**src/rtl/logic_unit_arbiter.sv**
```systemverilog
// Round-robin front end that shares one bitwise logic unit between NREQ requesters.
// One op is in flight at a time: IDLE accepts, EXEC computes, RESP holds the result until taken.
module logic_unit_arbiter #(
  parameter int NREQ = 4,
  parameter int W    = 8,
  localparam int IDW = (NREQ > 1) ? $clog2(NREQ) : 1
) (
  input  logic              clk,
  input  logic              rst,
  input  logic [NREQ-1:0]   req_valid,
  output logic [NREQ-1:0]   req_ready,
  input  logic [3*NREQ-1:0] req_op,
  input  logic [W*NREQ-1:0] req_a,
  input  logic [W*NREQ-1:0] req_b,
  output logic              rsp_valid,
  input  logic              rsp_ready,
  output logic [IDW-1:0]    rsp_id,
  output logic [W-1:0]      rsp_data,
  output logic              busy,
  output logic [15:0]       op_count
);

  typedef enum logic [1:0] {ST_IDLE, ST_EXEC, ST_RESP} state_t;

  state_t         state_reg, state_next;
  logic [IDW-1:0] rr_ptr_reg, rr_ptr_next;
  logic [2:0]     op_reg, op_next;
  logic [W-1:0]   a_reg, a_next;
  logic [W-1:0]   b_reg, b_next;
  logic [IDW-1:0] gid_reg, gid_next;
  logic           rsp_valid_reg, rsp_valid_next;
  logic [IDW-1:0] rsp_id_reg, rsp_id_next;
  logic [W-1:0]   rsp_data_reg, rsp_data_next;
  logic [15:0]    op_count_reg, op_count_next;

  logic [2:0]     op_vec   [NREQ];
  logic [W-1:0]   a_vec    [NREQ];
  logic [W-1:0]   b_vec    [NREQ];
  logic [IDW-1:0] cand_idx [NREQ];
  logic           any_valid;
  logic [IDW-1:0] grant_idx;

  // cand_idx[k] is the requester examined k-th in round-robin order, starting at rr_ptr.
  generate
    for (genvar gi = 0; gi < NREQ; gi++) begin : g_req
      logic [IDW:0] sum;
      assign op_vec[gi]   = req_op[3*gi +: 3];
      assign a_vec[gi]    = req_a[W*gi +: W];
      assign b_vec[gi]    = req_b[W*gi +: W];
      assign sum          = {1'b0, rr_ptr_reg} + (IDW+1)'(gi);
      assign cand_idx[gi] = (sum >= (IDW+1)'(NREQ)) ? IDW'(sum - (IDW+1)'(NREQ))
                                                    : sum[IDW-1:0];
    end
  endgenerate

  // Scan from the far end so the nearest valid candidate overwrites the rest.
  always_comb begin
    any_valid = 1'b0;
    grant_idx = '0;
    for (int k = NREQ - 1; k >= 0; k--) begin
      if (req_valid[cand_idx[k]]) begin
        any_valid = 1'b1;
        grant_idx = cand_idx[k];
      end
    end
  end

  always_comb begin
    req_ready = '0;
    if (state_reg == ST_IDLE && any_valid && !rst)
      req_ready[grant_idx] = 1'b1;
  end

  function automatic logic [W-1:0] logic_fn(input logic [2:0] op,
                                            input logic [W-1:0] a,
                                            input logic [W-1:0] b);
    logic [W-1:0] r;
    case (op)
      3'd0:    r = a & b;
      3'd1:    r = a | b;
      3'd2:    r = a ^ b;
      3'd3:    r = ~(a & b);
      3'd4:    r = ~(a | b);
      3'd5:    r = ~(a ^ b);
      3'd6:    r = ~a;
      default: r = a;
    endcase
    return r;
  endfunction

  always_comb begin
    state_next     = state_reg;
    rr_ptr_next    = rr_ptr_reg;
    op_next        = op_reg;
    a_next         = a_reg;
    b_next         = b_reg;
    gid_next       = gid_reg;
    rsp_valid_next = rsp_valid_reg;
    rsp_id_next    = rsp_id_reg;
    rsp_data_next  = rsp_data_reg;
    op_count_next  = op_count_reg;
    case (state_reg)
      ST_IDLE: begin
        if (any_valid) begin
          op_next     = op_vec[grant_idx];
          a_next      = a_vec[grant_idx];
          b_next      = b_vec[grant_idx];
          gid_next    = grant_idx;
          rr_ptr_next = (grant_idx == IDW'(NREQ - 1)) ? '0 : grant_idx + 1'b1;
          state_next  = ST_EXEC;
        end
      end
      ST_EXEC: begin
        rsp_data_next  = logic_fn(op_reg, a_reg, b_reg);
        rsp_id_next    = gid_reg;
        rsp_valid_next = 1'b1;
        state_next     = ST_RESP;
      end
      ST_RESP: begin
        if (rsp_ready) begin
          rsp_valid_next = 1'b0;
          if (op_count_reg != 16'hFFFF)
            op_count_next = op_count_reg + 16'd1;
          state_next = ST_IDLE;
        end
      end
      default: state_next = ST_IDLE;
    endcase
  end

  always_ff @(posedge clk) begin
    if (rst) begin
      state_reg     <= ST_IDLE;
      rr_ptr_reg    <= '0;
      rsp_valid_reg <= 1'b0;
      rsp_id_reg    <= '0;
      rsp_data_reg  <= '0;
      op_count_reg  <= '0;
    end else begin
      state_reg     <= state_next;
      rr_ptr_reg    <= rr_ptr_next;
      rsp_valid_reg <= rsp_valid_next;
      rsp_id_reg    <= rsp_id_next;
      rsp_data_reg  <= rsp_data_next;
      op_count_reg  <= op_count_next;
    end
  end

  // Captured operands are only meaningful after a grant, so they need no reset.
  always_ff @(posedge clk) begin
    op_reg  <= op_next;
    a_reg   <= a_next;
    b_reg   <= b_next;
    gid_reg <= gid_next;
  end

  assign rsp_valid = rsp_valid_reg;
  assign rsp_id    = rsp_id_reg;
  assign rsp_data  = rsp_data_reg;
  assign busy      = (state_reg != ST_IDLE);
  assign op_count  = op_count_reg;

endmodule

```
**config.mk**
```make
export PLATFORM = sky130hd
export DESIGN_NAME = logic_unit_arbiter
export DESIGN_NICKNAME = d
export VERILOG_FILES = /design/src/rtl/logic_unit_arbiter.sv
export SDC_FILE = /design/constraint.sdc
export NUM_CORES = 1
export LEC_CHECK = 0
export CAP_MARGIN = 20
export CORE_UTILIZATION = 30
export CTS_BUF_LIST = sky130_fd_sc_hd__clkbuf_16
export CTS_CLUSTER_SIZE = 16
export DETAILED_ROUTE_END_ITERATION = 6
export HOLD_SLACK_MARGIN = 0.03
export PLACE_DENSITY = 0.66
export RECOVER_POWER = 50
export SYNTH_ARGS = -nofsm -noshare
export SYNTH_HDL_FRONTEND = slang
export SYNTH_SLANG_ARGS = --single-unit
```
**constraint.sdc**
```tcl
create_clock -name clk -period 3.72 [get_ports clk]
set_input_delay 0.558 -clock clk [delete_from_list [all_inputs] [get_ports clk]]
set_output_delay 0.558 -clock clk [all_outputs]
set_load 0.01 [all_outputs]
```
==> summary.json, run 1 <==
{
  "cap_violations": {"value": 0},
  "cts_root_buf": {"value": "clkbuf_16"},
  "achievable-frequency": {"value": 308, "unit": "MHz"},
  "clock_insertion_delay_worst_skew": {"value": 0.30, "unit": "ns"},
  "drv_slew": {"value": 0},
  "fin_hold_ws": {"value": 0.458, "unit": "ns"},
  "syn-instance-count": {"value": 367},
  "ioPinCount": {"value": 115},
  "vdd.ir_drop.worst": {"value": 206, "unit": "uV"},
  "viasPerCell": {"value": 4.90},
  "synth-edff-count": {"value": 21},
  "place_area": {"value": 4770, "unit": "um2"},
  "post_cts_hold_buffer_count": {"value": 0},
  "rr_startpoint": {"value": "rr_ptr_reg[1]$_SDFFE_PP0P_"},
  "violations_in_the_final_reports": {"value": "DRC"},
  "r2r_setup_slack": {"value": 1.16, "unit": "ns"},
  "ys_seq_elements": {"value": 52},
  "post_synth.cell_area_avg": {"value": 9.77, "unit": "um2"},
  "timing.critical_path.fanout_max": {"value": 6},
  "r2r_cells": {"value": 5},
  "min_from": {"value": "rsp_data[1]$_SDFFE_PP0P_"},
  "tritoncts": {"value": "done"},
  "worstHoldPathCells": {"value": 2},
  "critical_path.endpoint_type": {"value": "output pin"},
  "grt_usage": {"value": 0.126},
  "final_antenna_net_count": {"value": 0},
  "internal_power": {"value": 1.37, "unit": "mW"},
  "synth_cell_type_count": {"value": 51},
  "pwr-share-seq": {"value": 0.391},
  "worst_hold_path.endpoint": {"value": "rsp_data[1]$_SDFFE_PP0P_"},
  "io_buffers": {"value": 114},
  "pre_cts_ws": {"value": 0.581, "unit": "ns"},
  "setup_slack": {"value": 0.477, "unit": "ns"},
  "finalCriticalPeriod": {"value": 3.24, "unit": "ns"},
  "category_of_the_worst_setup_path_launch_point": {"value": "primary input"},
  "final.fill_count": {"value": 1098},
  "p_switching": {"value": 611, "unit": "uW"},
  "global_route_wire_length_before_repair": {"value": 12.9, "unit": "mm"},
  "static-leakage-power": {"value": 2.00, "unit": "nW"},
  "report.final.setup_viol": {"value": 0},
  "hold_path.class": {"value": "reg -> reg"},
  "area_growth_syn_to_layout": {"value": 37.5, "unit": "%"},
  "placement_rows": {"value": 39},
  "hpwlAfterDp": {"value": 6.16, "unit": "mm"},
  "num_antenna_cells": {"value": 0},
  "power.density_cell_area": {"value": 402, "unit": "nW/um2"},
  "chip_height": {"value": 111, "unit": "um"},
  "layout.cells.non_filler": {"value": 614},
  "detailedRoute.firstIterationViolations": {"value": 152},
  "path_clk_slew": {"value": 0.07, "unit": "ns"},
  "post_route_core_utilization": {"value": 0.428},
  "share_of_layout_cells_above_drive_strength_1": {"value": 0.0510},
  "worst-slew-pin-transition": {"value": 1.43, "unit": "ns"},
  "power_switching_share": {"value": 0.308},
  "h-tree-depth": {"value": 2},
  "post_cts_resize_count": {"value": 0},
  "initial_utilization": {"value": 0.311},
  "ys_warn_count": {"value": 0},
  "finalHoldViolations": {"value": 0},
  "detail_route.first_pass.iterations": {"value": 7},
  "floorplan.die.width": {"value": 111, "unit": "um"},
  "totalPowerFinal": {"value": 1.98, "unit": "mW"},
  "run_status": {"value": "finished with violations"},
  "asyncSetResetFlopFracSynth": {"value": 0},
  "finalWirelength": {"value": 7.73, "unit": "mm"},
  "placed_cells": {"value": 605},
  "largest_register_ff_count": {"value": 16},
  "routed_wire_length_per_instance": {"value": 12.6, "unit": "um"},
  "tns": {"value": 0, "unit": "ns"},
  "grt-ovfl-total": {"value": 0},
  "gp_congestion": {"value": 0.804},
  "dr_drc_count": {"value": 6},
  "critical_path_arrival": {"value": 2.68, "unit": "ns"},
  "pin_count_of_the_biggest_net_entering_global_routing": {"value": 40},
  "postCtsSetupRepairBufs": {"value": 0},
  "cts.path.max_buffers": {"value": 2},
  "skew": {"value": 0.0100, "unit": "ns"},
  "synth.net_count": {"value": 468},
  "worst_ep_required_time": {"value": 3.16, "unit": "ns"},
  "num_vias": {"value": 3011},
  "antenna_found_initial": {"value": 0},
  "design.die.area": {"value": 12400, "unit": "um2"},
  "grt_pass1_vias": {"value": 2852},
  "timing.rr.end": {"value": "a_reg[3]$_DFFE_PP_"},
  "layout.cell_area.non_filler": {"value": 4930, "unit": "um2"},
  "slew_headroom": {"value": 0.0483},
  "coreArea": {"value": 11500, "unit": "um2"},
  "synth_top_flop_cell": {"value": "dfxtp_1"},
  "cts_inserted_buffers": {"value": 5},
  "clock_sinks": {"value": 52},
  "clock_power_share": {"value": 0.257},
  "synth_area": {"value": 3590, "unit": "um2"},
  "finalNetCount": {"value": 571},
  "share_of_the_clock_period_used_by_the_worst_path_after_layout": {"value": 0.872},
  "seq_total_area_yosys": {"value": 0.349},
  "timing_worst_setup_path_type": {"value": "in -> out"},
  "grt_setup_unrepaired": {"value": "false"},
  "combinationalPowerShare": {"value": 0.352}
}
==> power groups by stage <==
stage	clock [mW]	combinational [mW]	sequential [mW]
2_1_floorplan	0	0.556	0.746
6_report	0.510	0.697	0.775
4_1_cts	0.524	0.694	0.798
3_5_place_dp	0	0.692	0.811
5_1_grt	0.544	0.776	0.791
3_3_place_gp	0	0.664	0.804
==> layout make-up <==
type	count	area, um2	share of cell area
multi-input cells	264	2060	0.418
flip-flops and latches	52	1250	0.254
repair buffers	119	1170	0.237
well taps	143	179	0.0363
clock buffers	6	150	0.0304
inverters	28	105	0.0213
clock inverters	2	16.3	0.00330
==> cells in the final DEF (no fill, tap or decap), types with 6 or more instances in the layout <==
cell and n:
ha_1 18, mux2i_1 65, nor3_1 6, xor2_1 12, inv_1 27, clkdlybuf4s50_1 84
nand2_1 25, clkbuf_16 6, a211oi_1 6, nor2_1 26, a21oi_1 22, nand3b_1 8
edfxtp_1 21, dlygate4sd3_1 30, o21ai_0 10, dfxtp_1 31
==> worst max-delay path by stage <==
stage | slack [ns] | cells after the start | endpoint | startpoint
2_1_floorplan | 1.54 | 7 | req_ready[3] | req_valid[2]
3_3_place_gp | 0.62 | 7 | req_ready[3] | req_valid[0]
3_5_place_dp | 0.58 | 7 | req_ready[3] | req_valid[0]
4_1_cts | 0.56 | 7 | req_ready[3] | req_valid[0]
5_1_grt | 0.35 | 7 | req_ready[3] | req_valid[0]
6_report | 0.48 | 7 | req_ready[3] | req_valid[0]
==> kinds of logic (layout without fill, tap and decap cells) <==
kind of cell,after synthesis,count (layout),share of synthesized area
xor gates and xnor gates,14,14,0.0342
muxes,75,75,0.228
AOI/OAI and AO/OA,57,57,0.0998
DFF,52,52,0.349
and+or+nand+nor,100,100,0.147
adders and majority gates,18,18,0.0628
buffers and inverters,51,155,0.0792
==> metal layers <==
layer,GRT usage,part of all wire,up-vias
li1,-,-,1525
met5,0,0,-
met2,0.228,0.49,99
met4,0.0378,0.011,0
met3,0.0223,0.051,8
met1,0.151,0.45,1379
==> Yosys cell counts (5+ instances only) <==
library cell | n | share of area
nand2b_1 | 5 | 0.0087
edfxtp_1 | 21 | 0.18
a21oi_1 | 23 | 0.032
mux4_2 | 5 | 0.031
and3_1 | 5 | 0.0087
dfxtp_1 | 31 | 0.17
ha_1 | 18 | 0.063
o21ai_0 | 8 | 0.011
buf_2 | 5 | 0.0070
mux2i_1 | 65 | 0.18
nand2_1 | 25 | 0.026
a211oi_1 | 6 | 0.013
o211ai_1 | 5 | 0.010
inv_1 | 27 | 0.028
nor2_1 | 26 | 0.027
nand3b_1 | 8 | 0.017
nor3_1 | 5 | 0.0070
xor2_1 | 12 | 0.029
clkbuf_1 | 8 | 0.0084
==> critical path: stages <==
cell and delay [ns]:
dlygate4sd3_1 0.64, mux2i_1 0.16, nor2_1 0.09, a311oi_4 0.37, ha_1 0.22, and2_1 0.12
clkdlybuf4s50_1 0.53
Power figures use the tool's default switching activity.
==> inputs of run 2 (changes only) <==
- SLEW_MARGIN: not set -> 15
==> run 2 against run 1 <==
  * The flow still finishes with violations (DRC)
  * Wire length about the same
  * Critical path type unchanged
  * Clock skew about the same
  * First-iteration DRC count increased by 5.9%
  * Clock-buffer cell count unchanged
  * Sequential power increased by 1%
  * Sequential share of layout area unchanged
  * Largest power group unchanged
  * Highest routed layer unchanged
  * Non-clock buffer count unchanged
  * Power about the same
  * Die area unchanged
  * Worst setup slack improved by 0.00081 ns
  * Register-to-register slack about the same
==> summary.json, run 2 (same netlist as run 1, synthesis figures left out) <==
{
  "run_status": {"value": "finished with violations"},
  "violations_in_the_final_reports": {"value": "DRC"},
  "hpwlAfterDp": {"value": 6.16, "unit": "mm"},
  "antenna_found_initial": {"value": 0},
  "grt_usage": {"value": 0.126},
  "share_of_layout_cells_above_drive_strength_1": {"value": 0.0510},
  "cap_violations": {"value": 0},
  "pwr-share-seq": {"value": 0.396},
  "detailedRoute.firstIterationViolations": {"value": 161},
  "cpLargestDelayFamily": {"value": "buffers and inverters"},
  "r2r_setup_slack": {"value": 1.16, "unit": "ns"},
  "gp_congestion": {"value": 0.804},
  "detail_route.first_pass.iterations": {"value": 6},
  "critical_path_arrival": {"value": 2.68, "unit": "ns"},
  "final_antenna_net_count": {"value": 0},
  "largest_register_ff_count": {"value": 16},
  "category_of_the_worst_setup_path_launch_point": {"value": "primary input"},
  "timing.critical_path.fanout_max": {"value": 6},
  "cts_root_buf": {"value": "clkbuf_16"},
  "final.fill_count": {"value": 1098},
  "worst-slew-pin-transition": {"value": 1.43, "unit": "ns"},
  "internal_power": {"value": 1.37, "unit": "mW"},
  "p_switching": {"value": 611, "unit": "uW"},
  "cts.path.max_buffers": {"value": 2},
  "fin_hold_ws": {"value": 0.458, "unit": "ns"},
  "totalPowerFinal": {"value": 1.98, "unit": "mW"},
  "finalCriticalPeriod": {"value": 3.24, "unit": "ns"},
  "post_cts_resize_count": {"value": 0},
  "clock_insertion_delay_worst_skew": {"value": 0.30, "unit": "ns"},
  "crit_path_start": {"value": "req_valid[0]"},
  "vdd.ir_drop.worst": {"value": 206, "unit": "uV"},
  "tritoncts": {"value": "done"},
  "critPathSlowestCell": {"value": "dlygate4sd3_1"},
  "worst_ep_required_time": {"value": 3.16, "unit": "ns"},
  "global_route_wire_length_before_repair": {"value": 12.9, "unit": "mm"},
  "slew_headroom": {"value": 0.0482},
  "placed_cells": {"value": 605},
  "ioPinCount": {"value": 115},
  "postCtsSetupRepairBufs": {"value": 0},
  "combinationalPowerShare": {"value": 0.347},
  "io_buffers": {"value": 114},
  "achievable-frequency": {"value": 308, "unit": "MHz"},
  "area_growth_syn_to_layout": {"value": 37.5, "unit": "%"},
  "power.density_cell_area": {"value": 402, "unit": "nW/um2"},
  "critical_path_buf_inv_count": {"value": 2},
  "num_vias": {"value": 3011},
  "skew": {"value": 0.0100, "unit": "ns"},
  "pin_count_of_the_biggest_net_entering_global_routing": {"value": 40},
  "dr_drc_count": {"value": 6},
  "clock_power_share": {"value": 0.257},
  "grt_pass1_vias": {"value": 2852},
  "timing.critical_path.slowest_cell_delay": {"value": 0.64, "unit": "ns"},
  "chip_height": {"value": 111, "unit": "um"},
  "tns": {"value": 0, "unit": "ns"},
  "clock_sinks": {"value": 52},
  "share_of_the_clock_period_used_by_the_worst_path_after_layout": {"value": 0.872},
  "placement_rows": {"value": 39},
  "finalNetCount": {"value": 571},
  "grt-ovfl-total": {"value": 0},
  "initial_utilization": {"value": 0.311},
  "post_cts_hold_buffer_count": {"value": 0},
  "layout_common_cells": {"value": "clkdlybuf4s50_1, mux2i_1, dfxtp_1"},
  "static-leakage-power": {"value": 2.00, "unit": "nW"},
  "floorplan.die.width": {"value": 111, "unit": "um"},
  "worstHoldPathCells": {"value": 2},
  "mostFrequentLayoutCell": {"value": "clkdlybuf4s50_1"},
  "h-tree-depth": {"value": 2},
  "design.die.area": {"value": 12400, "unit": "um2"},
  "cts_inserted_buffers": {"value": 5},
  "r2r_cells": {"value": 5},
  "finalWirelength": {"value": 7.73, "unit": "mm"},
  "report.final.setup_viol": {"value": 0},
  "hold_path.class": {"value": "reg -> reg"},
  "viasPerCell": {"value": 4.90},
  "num_antenna_cells": {"value": 0},
  "path_clk_slew": {"value": 0.07, "unit": "ns"},
  "worst_hold_path.endpoint": {"value": "rsp_data[1]$_SDFFE_PP0P_"},
  "timing_worst_setup_path_type": {"value": "in -> out"},
  "routed_wire_length_per_instance": {"value": 12.6, "unit": "um"},
  "layout.cells.non_filler": {"value": 614},
  "timing.rr.end": {"value": "a_reg[3]$_DFFE_PP_"},
  "grt_setup_unrepaired": {"value": "false"},
  "critical_path.endpoint_type": {"value": "output pin"},
  "min_from": {"value": "rsp_data[1]$_SDFFE_PP0P_"},
  "rr_startpoint": {"value": "rr_ptr_reg[1]$_SDFFE_PP0P_"},
  "drv_slew": {"value": 0},
  "critical_path.cell_chain": {"value": "dlygate4sd3_1, mux2i_1, nor2_1, a311oi_4, ha_1, and2_1, clkdlybuf4s50_1"},
  "coreArea": {"value": 11500, "unit": "um2"},
  "finalHoldViolations": {"value": 0},
  "power_switching_share": {"value": 0.308}
}
run 2: cell counts in the layout (fill, tap and decap cells not counted):
Identical to the previous run, type by type.
run 2: final cells by class:
type / count / area (um2) / area share
flip-flops and latches: 52 / 1250 / 0.254
well taps: 143 / 179 / 0.0363
multi-input cells: 264 / 2060 / 0.418
inverters: 28 / 105 / 0.0213
clock inverters: 2 / 16.3 / 0.00330
clock buffers: 6 / 150 / 0.0304
repair buffers: 119 / 1170 / 0.237
run 2: worst max-delay path by stage:
stage,cells after the start,to
2_1_floorplan,7,req_ready[3]
6_report,7,req_ready[3]
3_5_place_dp,7,req_ready[3]
4_1_cts,7,req_ready[3]
3_3_place_gp,7,req_ready[3]
5_1_grt,7,req_ready[3]
run 2: metrics by stage:
step                      cell area [um2]   util  setup WS, ns
after detailed placement             4770  0.414         0.581
after CTS                            4940  0.429         0.564
after global placement               4770  0.414         0.621
after global routing                 4930  0.428         0.345
after floorplan                      3590      -          1.54
final                                4930  0.428         0.478
run 2: tightest hold or removal path, delay by kind of cell (launching register included):
family | cells | cell delay [ns]
compound gates | 1 | 0.05
flops | 1 | 0.31
simple gates | 1 | 0.05
run 2: metal layers:
metal	GRT usage	vias up	part of all wire
met2	0.228	98	0.49
li1	-	1525	-
met5	0	-	0
met3	0.0223	8	0.050
met1	0.151	1380	0.45
met4	0.0378	0	0.011
run 2: power groups by stage:
stage	Clock [mW]	Sequential [mW]	Combinational (mW)
finish	0.510	0.785	0.687
global route	0.544	0.801	0.764
CTS	0.524	0.798	0.694
detailed placement	0	0.811	0.692
global placement	0	0.804	0.664
floorplan	0	0.746	0.556
